`src/rtl/uart_pkg.sv`:
```
// Shared definitions for the UART transmit path: byte width, default queue depth
// and the launch FSM state encoding.
package uart_pkg;

  localparam int UART_BYTE_W   = 8;
  localparam int DEFAULT_DEPTH = 16;

  typedef logic [UART_BYTE_W-1:0] uart_byte_t;

  localparam logic [1:0] ST_IDLE      = 2'd0;
  localparam logic [1:0] ST_LAUNCH    = 2'd1;
  localparam logic [1:0] ST_WAIT_BUSY = 2'd2;
  localparam logic [1:0] ST_WAIT_DONE = 2'd3;

endpackage

```
`src/rtl/byte_fifo.sv`:
```
// Generic synchronous byte FIFO: circular buffer with free-running pointers and a
// separate occupancy counter. A push into a full FIFO is accepted only alongside a pop.
module byte_fifo
  import uart_pkg::*;
#(
  parameter int DEPTH  = DEFAULT_DEPTH,
  parameter int ADDR_W = $clog2(DEPTH)
) (
  input  logic                   CLK,
  input  logic                   Reset,
  input  logic                   push_i,
  input  logic [UART_BYTE_W-1:0] push_data_i,
  input  logic                   pop_i,
  output logic [UART_BYTE_W-1:0] pop_data_o,
  output logic                   push_ok_o,
  output logic [ADDR_W:0]        count_o,
  output logic                   full_o,
  output logic                   empty_o
);

  localparam logic [ADDR_W:0] FULL_CNT = (ADDR_W+1)'(DEPTH);

  logic [UART_BYTE_W-1:0] mem_q [DEPTH];
  logic [ADDR_W-1:0]      wr_ptr_q, wr_ptr_d;
  logic [ADDR_W-1:0]      rd_ptr_q, rd_ptr_d;
  logic [ADDR_W:0]        count_q, count_d;
  logic                   pop_ok;

  assign full_o     = (count_q == FULL_CNT);
  assign empty_o    = (count_q == '0);
  assign count_o    = count_q;
  assign pop_data_o = mem_q[rd_ptr_q];
  assign pop_ok     = pop_i && !empty_o;
  // When full, wr_ptr == rd_ptr; the popped byte is read before this edge overwrites it.
  assign push_ok_o  = push_i && (!full_o || pop_ok);

  always_comb begin
    wr_ptr_d = push_ok_o ? wr_ptr_q + 1'b1 : wr_ptr_q;
    rd_ptr_d = pop_ok ? rd_ptr_q + 1'b1 : rd_ptr_q;
    count_d  = count_q;
    case ({push_ok_o, pop_ok})
      2'b10:   count_d = count_q + 1'b1;
      2'b01:   count_d = count_q - 1'b1;
      default: count_d = count_q;
    endcase
  end

  always_ff @(posedge CLK) begin
    if (push_ok_o) begin
      mem_q[wr_ptr_q] <= push_data_i;
    end
  end

  always_ff @(posedge CLK or posedge Reset) begin
    if (Reset) begin
      wr_ptr_q <= '0;
      rd_ptr_q <= '0;
      count_q  <= '0;
    end else begin
      wr_ptr_q <= wr_ptr_d;
      rd_ptr_q <= rd_ptr_d;
      count_q  <= count_d;
    end
  end

endmodule

```
`src/rtl/uart_tx_fifo.sv`:
```
// Transmit byte queue in front of the UART sender: buffers bus writes and launches
// them one frame at a time, holding tx_data stable for the whole frame.
module uart_tx_fifo
  import uart_pkg::*;
#(
  parameter int DEPTH  = DEFAULT_DEPTH,
  parameter int ADDR_W = $clog2(DEPTH)
) (
  input  logic                   CLK,
  input  logic                   Reset,
  input  logic                   wr_en,
  input  logic [UART_BYTE_W-1:0] wr_data,
  input  logic                   clr_ovf,
  input  logic                   tx_status,
  output logic [UART_BYTE_W-1:0] tx_data,
  output logic                   tx_en,
  output logic                   full,
  output logic                   empty,
  output logic [ADDR_W:0]        count,
  output logic                   overflow,
  output logic                   tx_done,
  output logic [1:0]             dbg_state
);

  // Sender handshake: tx_en is a one-cycle launch strobe qualified by tx_data; the
  // sender answers by dropping tx_status (busy) and raising it again at end of frame.
  logic [1:0]             state_q, state_d;
  logic [UART_BYTE_W-1:0] tx_data_q, tx_data_d;
  logic                   tx_en_q, tx_en_d;
  logic                   tx_done_q, tx_done_d;
  logic                   ovf_q, ovf_d;
  logic                   pop;
  logic                   push_ok;
  logic [UART_BYTE_W-1:0] fifo_data;

  byte_fifo #(
    .DEPTH  (DEPTH),
    .ADDR_W (ADDR_W)
  ) u_fifo (
    .CLK         (CLK),
    .Reset       (Reset),
    .push_i      (wr_en),
    .push_data_i (wr_data),
    .pop_i       (pop),
    .pop_data_o  (fifo_data),
    .push_ok_o   (push_ok),
    .count_o     (count),
    .full_o      (full),
    .empty_o     (empty)
  );

  assign pop = (state_q == ST_IDLE) && !empty && tx_status;

  always_comb begin
    state_d   = state_q;
    tx_data_d = tx_data_q;
    tx_en_d   = 1'b0;
    tx_done_d = 1'b0;
    case (state_q)
      ST_IDLE: begin
        if (pop) begin
          tx_data_d = fifo_data;
          tx_en_d   = 1'b1;
          state_d   = ST_LAUNCH;
        end
      end
      ST_LAUNCH:    state_d = ST_WAIT_BUSY;
      ST_WAIT_BUSY: if (!tx_status) state_d = ST_WAIT_DONE;
      ST_WAIT_DONE: begin
        if (tx_status) begin
          tx_done_d = 1'b1;
          state_d   = ST_IDLE;
        end
      end
      default:      state_d = ST_IDLE;
    endcase
  end

  // A dropped push outranks a same-cycle clear so no loss goes unreported.
  assign ovf_d = (wr_en && !push_ok) ? 1'b1 : (clr_ovf ? 1'b0 : ovf_q);

  always_ff @(posedge CLK or posedge Reset) begin
    if (Reset) begin
      state_q   <= ST_IDLE;
      tx_data_q <= '0;
      tx_en_q   <= 1'b0;
      tx_done_q <= 1'b0;
      ovf_q     <= 1'b0;
    end else begin
      state_q   <= state_d;
      tx_data_q <= tx_data_d;
      tx_en_q   <= tx_en_d;
      tx_done_q <= tx_done_d;
      ovf_q     <= ovf_d;
    end
  end

  assign tx_data   = tx_data_q;
  assign tx_en     = tx_en_q;
  assign tx_done   = tx_done_q;
  assign overflow  = ovf_q;
  assign dbg_state = state_q;

endmodule

```
`config.mk`:
```
export PLATFORM = sky130hd
export DESIGN_NAME = uart_tx_fifo
export DESIGN_NICKNAME = d
export VERILOG_FILES = /design/src/rtl/uart_pkg.sv /design/src/rtl/byte_fifo.sv /design/src/rtl/uart_tx_fifo.sv
export SDC_FILE = /design/constraint.sdc
export NUM_CORES = 1
export LEC_CHECK = 0
export CAP_MARGIN = 5
export CORE_ASPECT_RATIO = 1.25
export CORE_MARGIN = 2
export CORE_UTILIZATION = 40
export DETAILED_ROUTE_END_ITERATION = 6
export GPL_ROUTABILITY_DRIVEN = 0
export SLEW_MARGIN = 20
export SYNTH_ARGS = -nofsm -noshare
export SYNTH_HDL_FRONTEND = slang
export SYNTH_SLANG_ARGS = --single-unit
```
`constraint.sdc`:
```
create_clock -name CLK -period 2.8 [get_ports CLK]
set_input_delay 0.56 -clock CLK [delete_from_list [all_inputs] [get_ports CLK]]
set_output_delay 0.56 -clock CLK [all_outputs]
set_load 0.02 [all_outputs]
```
==> out/qor.txt, run 1 <==
I/O pin total: 33
Status: completed
Row count: 51
CTS tree: done
Startpoint types: flop
Wirelength per Cell: 19.47 µm
Max-cap violation count: 0
Clock Skews: 0.008733 ns
Slew Viols, Final: 0
Drt pass-1 iters: 4
Cell leakage power: 2.721 nW
Initial cell density of the core: 40.56%
Post-detail-place hpwl: 8.063 mm
Die Y: 144.2 µm
Synthesis-to-layout area growth: 22.72%
Most frequent cells in the layout: 128 x edfxtp_1, 32 x mux4_2, 31 x clkdlybuf4s50_1
Root buf cell: clkbuf_16
Clk Latency, worst-skew pair: 0.42 ns
Cell-by-cell trace of the critical path: buf_4 -> nor4_4 -> nand2_2 -> inv_1 -> clkdlybuf4s50_1
Met2 Track Usage GR: 28.04%
Worst VDD drop: 485.3 µV
Sequential share of the synthesized area: 71.45%
Area of the mapped netlist: 6290 µm²
ANT cells: 0
Multi-input logic area: 1683 µm²
YS warnings: 0
Met1 global-route usage: 18.83%
Post-synth net total: 364
Total GRT Usage: 15.91%
CTS H-tree lvls: 4
Register Area: 4496 µm²
Post-detailed-route via-to-cell ratio: 5.092
Slowest-stage cell, CP: clkdlybuf4s50_1
Final period utilization: 95.96%
Worst setup path category: flop to output pin
Util after Layout: 49.78%
Final net count: 431
Cts bufs inserted: 17
Gr busiest metal: met2
Fill cells: 1,294
Met3 Track Usage GR: 3.982%
Fmax: 0.3722 GHz
Initial antenna violation count: 0
Crit path time final: 2.687 ns
Port bufs: 32
First-pass GRT wire length: 18.94 mm
Crit path DAT: 2.13 ns
Post-route ant nets: 0
Synth Area per Inst: 18.61 µm²
Largest net degree at the start of global routing: 35
Die Area: 16,750 µm²
Number of cells produced by synthesis: 338
Die width: 116.2 µm
Setup violations, final: 0
CP endpoint kind: output pin
Synth Register Bits: 154
Yosys cell types: 40
Power density cells: 1001 nW/µm²
DRT iter0 DRCs: 167
Hold Slack: 0.5148 ns
Layout cells sized above 1: 23.98%
Vias in the first global route: 3,356
# DRC: 0
Crit path largest cell delay: 0.59 ns
DR vias: 3,203
Setup TNS: 0 ns
Worst-path fanout max: 4
Slew @ Worst Pin: 0.6212 ns
Hold Fails Final Rpt: 0
Worst hold path type: flop to flop
Placeable Area: 15,510 µm²
Clock buffer depth: 2
Final WL: 12.25 mm
RSZ-0062 raised after global routing: no
Clock sinks: 154
Worst-path clk slew: 0.06 ns
GR Overflow Total: 0
WP data required: 2.24 ns
Commonest non-fill, non-tap cell in the layout: edfxtp_1
Post-CTS repair timing setup buffer count: 0
Slew Limit Headroom: 58.46%
final cells by class:
class,instances,area share (%)
clock inverters,12,2.269
well taps,212,3.437
clock buffers,19,5.609
multi-input cells,154,21.80
repair buffers,62,7.862
flip-flops and latches,154,58.24
inverters,16,0.7781
what timing repair did:
item / in CTS / in global routing
endpoints found under the setup margin: 2 / 1
resized for setup: 2 / 1
hold buffers: 0 / 0
path summary, 6_finish.rpt:
check,from,end,slack (ns),depth (start not counted)
worst max-delay path,u_fifo.count_o[2],full,0.11,5
worst min register to register,tx_data[6],tx_data[6],0.51,2
min in group asynchronous,Reset,tx_done,0.53,3
worst min-delay path,tx_data[6],tx_data[6],0.51,2
max in group asynchronous,Reset,u_fifo.rd_ptr_q[2],1.98,3
worst max register to register,u_fifo.count_o[3],u_fifo.count_o[4],0.17,9
logic make-up (layout without fill, tap and decap cells):
kind of cell               count (synthesis)  in the layout  synth area share [%]
AOI/OAI and AO/OA                         23             23                 3.004
xor gates and xnor gates                   8              8                 1.114
adders and majority gates                 13             13                 2.705
buffers and inverters                     30            109                 1.969
DFF                                      154            154                 71.45
muxes                                     53             53                 14.98
and+or+nand+nor                           57             57                 4.774
per-layer routing:
| layer | part of all wire (%) | vias up |
|---|---|---|
| li1 | - | 1453 |
| met1 | 40 | 1644 |
| met2 | 54 | 85 |
| met3 | 3.8 | 21 |
| met4 | 2.1 | 0 |
| met5 | 0 | - |
report_power, final:
part           internal (mW)  switching, mW
Clock                   1.48          0.873
Sequential              2.85          0.218
Combinational           1.13           1.18
per-stage QoR:
stage                     power (mW)  area, µm²  setup WS [ns]  cells
after floorplan                4.581       6290         0.2985    338
after global placement         5.384       7101        0.07339    598
after detailed placement       5.449       7101        0.03603    598
after CTS                      7.815       7716        0.06121    629
after global routing           8.103       7719       0.008916    629
final                          7.726       7719         0.1131    629
worst max-delay path: cells and delay by family, from the launching register on:
kind	cells	cell delay, ns
buffers and inverters	3	0.82
and+or+nand+nor	2	0.51
DFF	1	0.38
registers in the layout, indices dropped and copies added (netlist names):
register and flops:
u_fifo.rd_ptr_q 4, tx_data 8, tx_en 1, tx_done 1, overflow 1, u_fifo.mem_q 128
u_fifo.count_o 5, u_fifo.wr_ptr_q 4, dbg_state 2
synthesized netlist by cell type, drive strengths merged:
cell    count  area, µm²
o31ai       1      7.510
o22ai       1      6.260
nor2b       1      6.260
mux4       32      720.7
or4         1      11.26
a21oi       4      23.77
o21a        1      7.510
nand4       2      12.51
o21ai       4      31.28
dfrtp      26      650.6
a21o        1      7.510
nor4        2      18.77
nand2      23      86.33
a22oi       1      7.510
and2       14      87.58
and3        1      6.260
clkbuf      4      15.01
xnor2       8      70.07
nor2        7      28.78
inv        16      60.06
a31oi       2      27.53
nor3b       1      7.510
nand3b      2      15.01
and3b       1      8.760
nor3        1      5.000
fa          1      20.02
mux2        3      41.29
mux2i      18      180.2
ha         12      150.1
buf        10      48.79
or2         1      6.260
edfxtp    128       3844
o221ai      8      70.07
(Power assumes the default switching activity.)
==> inputs of run 2 (changes only) <==
--- a/config.mk
+++ b/config.mk
@@ -5,7 +5,6 @@
 export SDC_FILE = /design/constraint.sdc
 export NUM_CORES = 1
 export LEC_CHECK = 0
-export CAP_MARGIN = 5
 export CORE_ASPECT_RATIO = 1.25
 export CORE_MARGIN = 2
 export CORE_UTILIZATION = 40
==> constraint.sdc (replaced) <==
create_clock -name CLK -period 2.55 [get_ports CLK]
set_input_delay 0.51 -clock CLK [delete_from_list [all_inputs] [get_ports CLK]]
set_output_delay 0.51 -clock CLK [all_outputs]
set_load 0.02 [all_outputs]
==> run 2 against run 1 <==
Compared with the run above: worst hold slack got worse by 0.041 ns; clock power rose by 13%; wire length is 2.5% lower; count of clock-buffer cells in the layout down 1; sequential share of layout area fell by 1.0 points; utilization grew 0.90 points; critical path type unchanged; via count increased by 0.25%; cell count rose by 1.9%; critical path depth decreased by 2; flip-flop and latch count unchanged; register-to-register slack barely moved; critical endpoint is now empty; highest routed layer unchanged.
==> out/qor.txt, run 2 (synthesis results as in run 1) <==
Status: completed
DR vias: 3,211 (+0.25%)
Post-route non-filler standard cell count: 641 (+1.9%)
Max-cap violation count: 0 (unchanged)
Clock Skews: 0.01139 ns (+0.002657 ns)
ANT cells: 0 (unchanged)
Largest reg by FF count: u_fifo.mem_q
Post-route ant nets: 0 (unchanged)
# DRC: 0 (unchanged)
Largest register FFs: 128 (unchanged)
Pre-CTS setup slack: -0.1712 ns (-0.2072 ns)
Fmax: 0.4195 GHz
Wirelength per Cell: 18.63 µm (-4.3%)
Die Y: 144.2 µm (unchanged)
CTS H-tree lvls: 4 (unchanged)
Die Area: 16,750 µm² (unchanged)
Total Power: 8.635 mW (+12%)
Die width: 116.2 µm (unchanged)
Hold Fails Final Rpt: 0 (unchanged)
Startpoint types: flop
Vias in the first global route: 3,384 (+0.83%)
Power density cells: 1099 nW/µm² (+9.8%)
Slew Limit Headroom: 60.27% (+1.8 points)
Row count: 51 (unchanged)
Setup violations, final: 0 (unchanged)
Worst-path fanout max: 3 (-1)
Post-CTS repair timing setup buffer count: 0 (unchanged)
Port bufs: 32 (unchanged)
Root buf cell: clkbuf_16
Worst setup path category: flop to output pin
Worst hold path type: input pin to async pin
Final net count: 443 (+2.8%)
Placeable Area: 15,510 µm² (unchanged)
CP endpoint kind: output pin
WP data required: 2.04 ns (-0.20 ns)
Synthesis-to-layout area growth: 24.93%
Final WL: 11.94 mm (-2.5%)
Initial cell density of the core: 40.56% (unchanged)
Total GRT Usage: 15.60% (-0.31 points)
Worst setup slack after layout: 0.1660 ns (+0.05293 ns)
Cts bufs inserted: 17 (unchanged)
Design Area, Final: 7858 µm² (+1.8%)
Crit path time final: 2.384 ns
Placed Cells: 610 (+2.0%)
Final period utilization: 93.49%
Initial antenna violation count: 0 (unchanged)
Drt pass-1 iters: 5 (+1)
Clk Latency, worst-skew pair: 0.41 ns (about the same)
Worst-path clk slew: 0.06 ns (about the same)
Worst VDD drop: 431.7 µV (-11%)
Slew @ Worst Pin: 0.5941 ns (-0.02711 ns)
DRT iter0 DRCs: 164 (-1.8%)
Util after Layout: 50.67% (+0.90 points)
RSZ-0062 raised after global routing: no
Placed instance area: 7216 µm² (+1.6%)
GR Overflow Total: 0 (unchanged)
CTS tree: done
I/O pin total: 33 (unchanged)
Slew Viols, Final: 0 (unchanged)
First-pass GRT wire length: 18.63 mm (-1.6%)
Crit path DAT: 1.87 ns (-0.26 ns)
Clock buffer depth: 2 (unchanged)
Hold Slack: 0.4740 ns (-0.04079 ns)
Setup TNS: 0 ns (unchanged)
Commonest non-fill, non-tap cell in the layout: edfxtp_1
Most frequent cells in the layout: 128 x edfxtp_1, 35 x buf_4, 32 x mux4_2
Post-detailed-route via-to-cell ratio: 5.009 (-1.6%)
Post-detail-place hpwl: 8.072 mm (+0.12%)
Layout cells sized above 1: 26.57% (+2.6 points)
Reg2Reg Setup Slack: 0.17 ns (about the same)
Cell leakage power: 2.802 nW (+3.0%)
Largest net degree at the start of global routing: 35 (unchanged)
Clock sinks: 154 (unchanged)
[run 2: power breakdown]
group	internal, mW	switching, mW	leakage [nW]
clock network	1.72	0.933	0.301
registers	3.13	0.196	1.48
logic	1.32	1.33	1.02
[run 2: final cells by class]
cell class / instances / area [µm²]
multi-input combinational: 154 / 1687
clock buffer: 18 / 429.2
sequential: 154 / 4496
clock inverter: 13 / 200.2
timing repair buffer: 74 / 720.7
fill: 1268 / 7649
tap: 212 / 265.3
inverter: 16 / 60.06
[run 2: layer usage]
layer / track usage, % / routed length [µm] / up-vias
li1: - / - / 1486
met1: 17.53 / 4798 / 1646
met2: 28.13 / 6553 / 67
met3: 3.521 / 370 / 12
met4: 6.955 / 219 / 0
met5: 0 / 0 / -
[run 2: what timing repair did]
action | CTS | global route
hold buffers | 0 | 0
gates resized for setup | 4 | 2
endpoints found under the setup margin | 2 | 1
[run 2: worst paths after layout]
path                                      end  cells after the start               from
min reg2reg                        tx_data[4]                      2         tx_data[4]
min in group CLK                   tx_data[4]                      2         tx_data[4]
max reg2reg                 u_fifo.count_o[3]                      9  u_fifo.count_o[2]
max in group asynchronous  u_fifo.rd_ptr_q[2]                      3              Reset
max                                     empty                      3  u_fifo.count_o[2]
min                                  overflow                      3              Reset
[run 2: critical path, stage by stage, from the launching register on]
cell and delay (ns):
dfrtp_1 0.38, or4_4 0.58, nor2_1 0.16, dlygate4sd2_1 0.35
==> inputs of run 3 (changes only) <==
--- a/config.mk
+++ b/config.mk
@@ -10,6 +10,7 @@
 export CORE_UTILIZATION = 40
 export DETAILED_ROUTE_END_ITERATION = 6
 export GPL_ROUTABILITY_DRIVEN = 0
+export MAX_ROUTING_LAYER = met4
 export SLEW_MARGIN = 20
 export SYNTH_ARGS = -nofsm -noshare
 export SYNTH_HDL_FRONTEND = slang
==> run 3 against run 2 <==
Compared with the run above: utilization stayed put; highest routed layer unchanged; sequential share of layout area stayed put; register-to-register slack hardly changed; total power is 0.14% higher; critical endpoint unchanged; largest cell class unchanged; flip-flop and latch count stayed put; first-iteration DRC count is 17% higher; combinational power hardly changed; clock skew is 0.0019 ns lower.
==> out/qor.txt, run 3 (synthesis results as in run 1) <==
Final WL: 11.94 mm (about the same)
Startpoint types: flop
CTS H-tree lvls: 4 (unchanged)
Clock buffer depth: 2 (unchanged)
Largest reg by FF count: u_fifo.mem_q
I/O pin total: 33 (unchanged)
Post-route ant nets: 0 (unchanged)
Max-cap violation count: 0 (unchanged)
Worst VDD drop: 430.4 µV (-0.30%)
Cell leakage power: 2.802 nW (unchanged)
Layout cells sized above 1: 26.57% (unchanged)
Total GRT Usage: 16.13% (+0.53 points)
Slew Viols, Final: 0 (unchanged)
Die Area: 16,750 µm² (unchanged)
Final net count: 443 (unchanged)
Post-detailed-route via-to-cell ratio: 4.991 (-0.37%)
Post-detail-place hpwl: 8.072 mm (unchanged)
Synthesis-to-layout area growth: 24.93% (unchanged)
Drt pass-1 iters: 4 (-1)
Row count: 51 (unchanged)
WP data required: 2.04 ns (about the same)
Worst-path clk slew: 0.06 ns (about the same)
GR Overflow Total: 0 (unchanged)
Worst-path fanout max: 3 (unchanged)
Total Power: 8.647 mW (+0.14%)
Clk Latency, worst-skew pair: 0.42 ns (about the same)
Largest register FFs: 128 (unchanged)
Status: completed
Largest net degree at the start of global routing: 35 (unchanged)
Die Y: 144.2 µm (unchanged)
CP endpoint kind: output pin
CTS tree: done
R2r startpoint: u_fifo.count_o[2]
Worst Setup SP: u_fifo.count_o[2]
Clock sinks: 154 (unchanged)
Die width: 116.2 µm (unchanged)
Fmax: 0.4180 GHz (-0.35%)
ANT cells: 0 (unchanged)
Commonest non-fill, non-tap cell in the layout: edfxtp_1
Vias in the first global route: 3,386 (+0.059%)
DR vias: 3,199 (-0.37%)
Worst hold path type: input pin to async pin
Hold Slack: 0.4636 ns (-0.01035 ns)
Placed Cells: 610 (unchanged)
Cts bufs inserted: 17 (unchanged)
CTS hold repair buffers: 0 (unchanged)
First-pass GRT wire length: 18.66 mm (+0.14%)
Placeable Area: 15,510 µm² (unchanged)
Crit path time final: 2.392 ns (+0.008280 ns)
Initial cell density of the core: 40.56% (unchanged)
Worst setup path category: flop to output pin
Clock Skews: 0.009455 ns (-0.001935 ns)
Crit path DAT: 1.88 ns (about the same)
Hold Fails Final Rpt: 0 (unchanged)
Post-route non-filler standard cell count: 641 (unchanged)
# DRC: 0 (unchanged)
Power density cells: 1100 nW/µm² (+0.14%)
DRT iter0 DRCs: 192 (+17%)
Slew Limit Headroom: 59.19% (-1.1 points)
Final period utilization: 93.82% (+0.32 points)
Port bufs: 32 (unchanged)
Wirelength per Cell: 18.63 µm (about the same)
Slew @ Worst Pin: 0.6103 ns (+0.01618 ns)
Root buf cell: clkbuf_16
RSZ-0062 raised after global routing: no
Setup violations, final: 0 (unchanged)
Most frequent cells in the layout: 128 x edfxtp_1, 35 x buf_4, 32 x mux4_2
Initial antenna violation count: 0 (unchanged)
## run 3: per-stage QoR
stage	utilization, %	setup TNS (ns)	setup slack (ns)	area, µm²
6_report	50.67	0	0.1577	7858
5_1_grt	50.67	0	0.02586	7858
4_1_cts	50.65	0	0.04370	7854
3_5_place_dp	46.53	-1.137	-0.1712	7216
3_3_place_gp	46.53	-0.8409	-0.1024	7216
2_1_floorplan	-	0	0.04847	6290
## run 3: where the power goes
part / switching [mW] / internal (mW) / leakage [nW]
registers: 0.196 / 3.13 / 1.48
clock network: 0.945 / 1.72 / 0.301
logic: 1.33 / 1.32 / 1.02
total: 2.47 / 6.17 / 2.80
## run 3: critical path, cell delays in order, from the launching register on
cell and delay (ns):
dfrtp_1 0.38, or4_4 0.58, nor2_1 0.16, dlygate4sd2_1 0.35
## run 3: metal layers
| metal | track usage [%] | vias to the layer above | routed length [µm] |
|---|---|---|---|
| li1 | - | 1484 | - |
| met1 | 17.67 | 1634 | 4692 |
| met2 | 28.04 | 67 | 6527 |
| met3 | 3.898 | 14 | 471 |
| met4 | 6.767 | 0 | 252 |
| met5 | - | - | 0 |
## run 3: path summary, 6_finish.rpt
path	slack [ns]	cells after the start	endpoint
worst min-delay path	0.46	3	overflow
min in group CLK	0.51	2	tx_data[4]
max in group asynchronous	1.79	3	u_fifo.rd_ptr_q[2]
worst min register to register	0.51	2	tx_data[4]
worst max-delay path	0.16	3	empty
worst max register to register	0.17	9	u_fifo.count_o[3]
## run 3: cell type report
type                            instances  area, µm²
Clock buffer                           18      429.2
Tap cell                              212      265.3
Timing Repair Buffer                   74      720.7
Multi-Input combinational cell        154       1687
Sequential cell                       154       4496
Fill cell                            1268       7649
Inverter                               16      60.06
Clock inverter                         13      200.2
## run 3: what timing repair did
item                       4_1_cts  5_1_grt
buffers inserted                 0        0
setup endpoints to repair        2        1
resized for setup                4        2
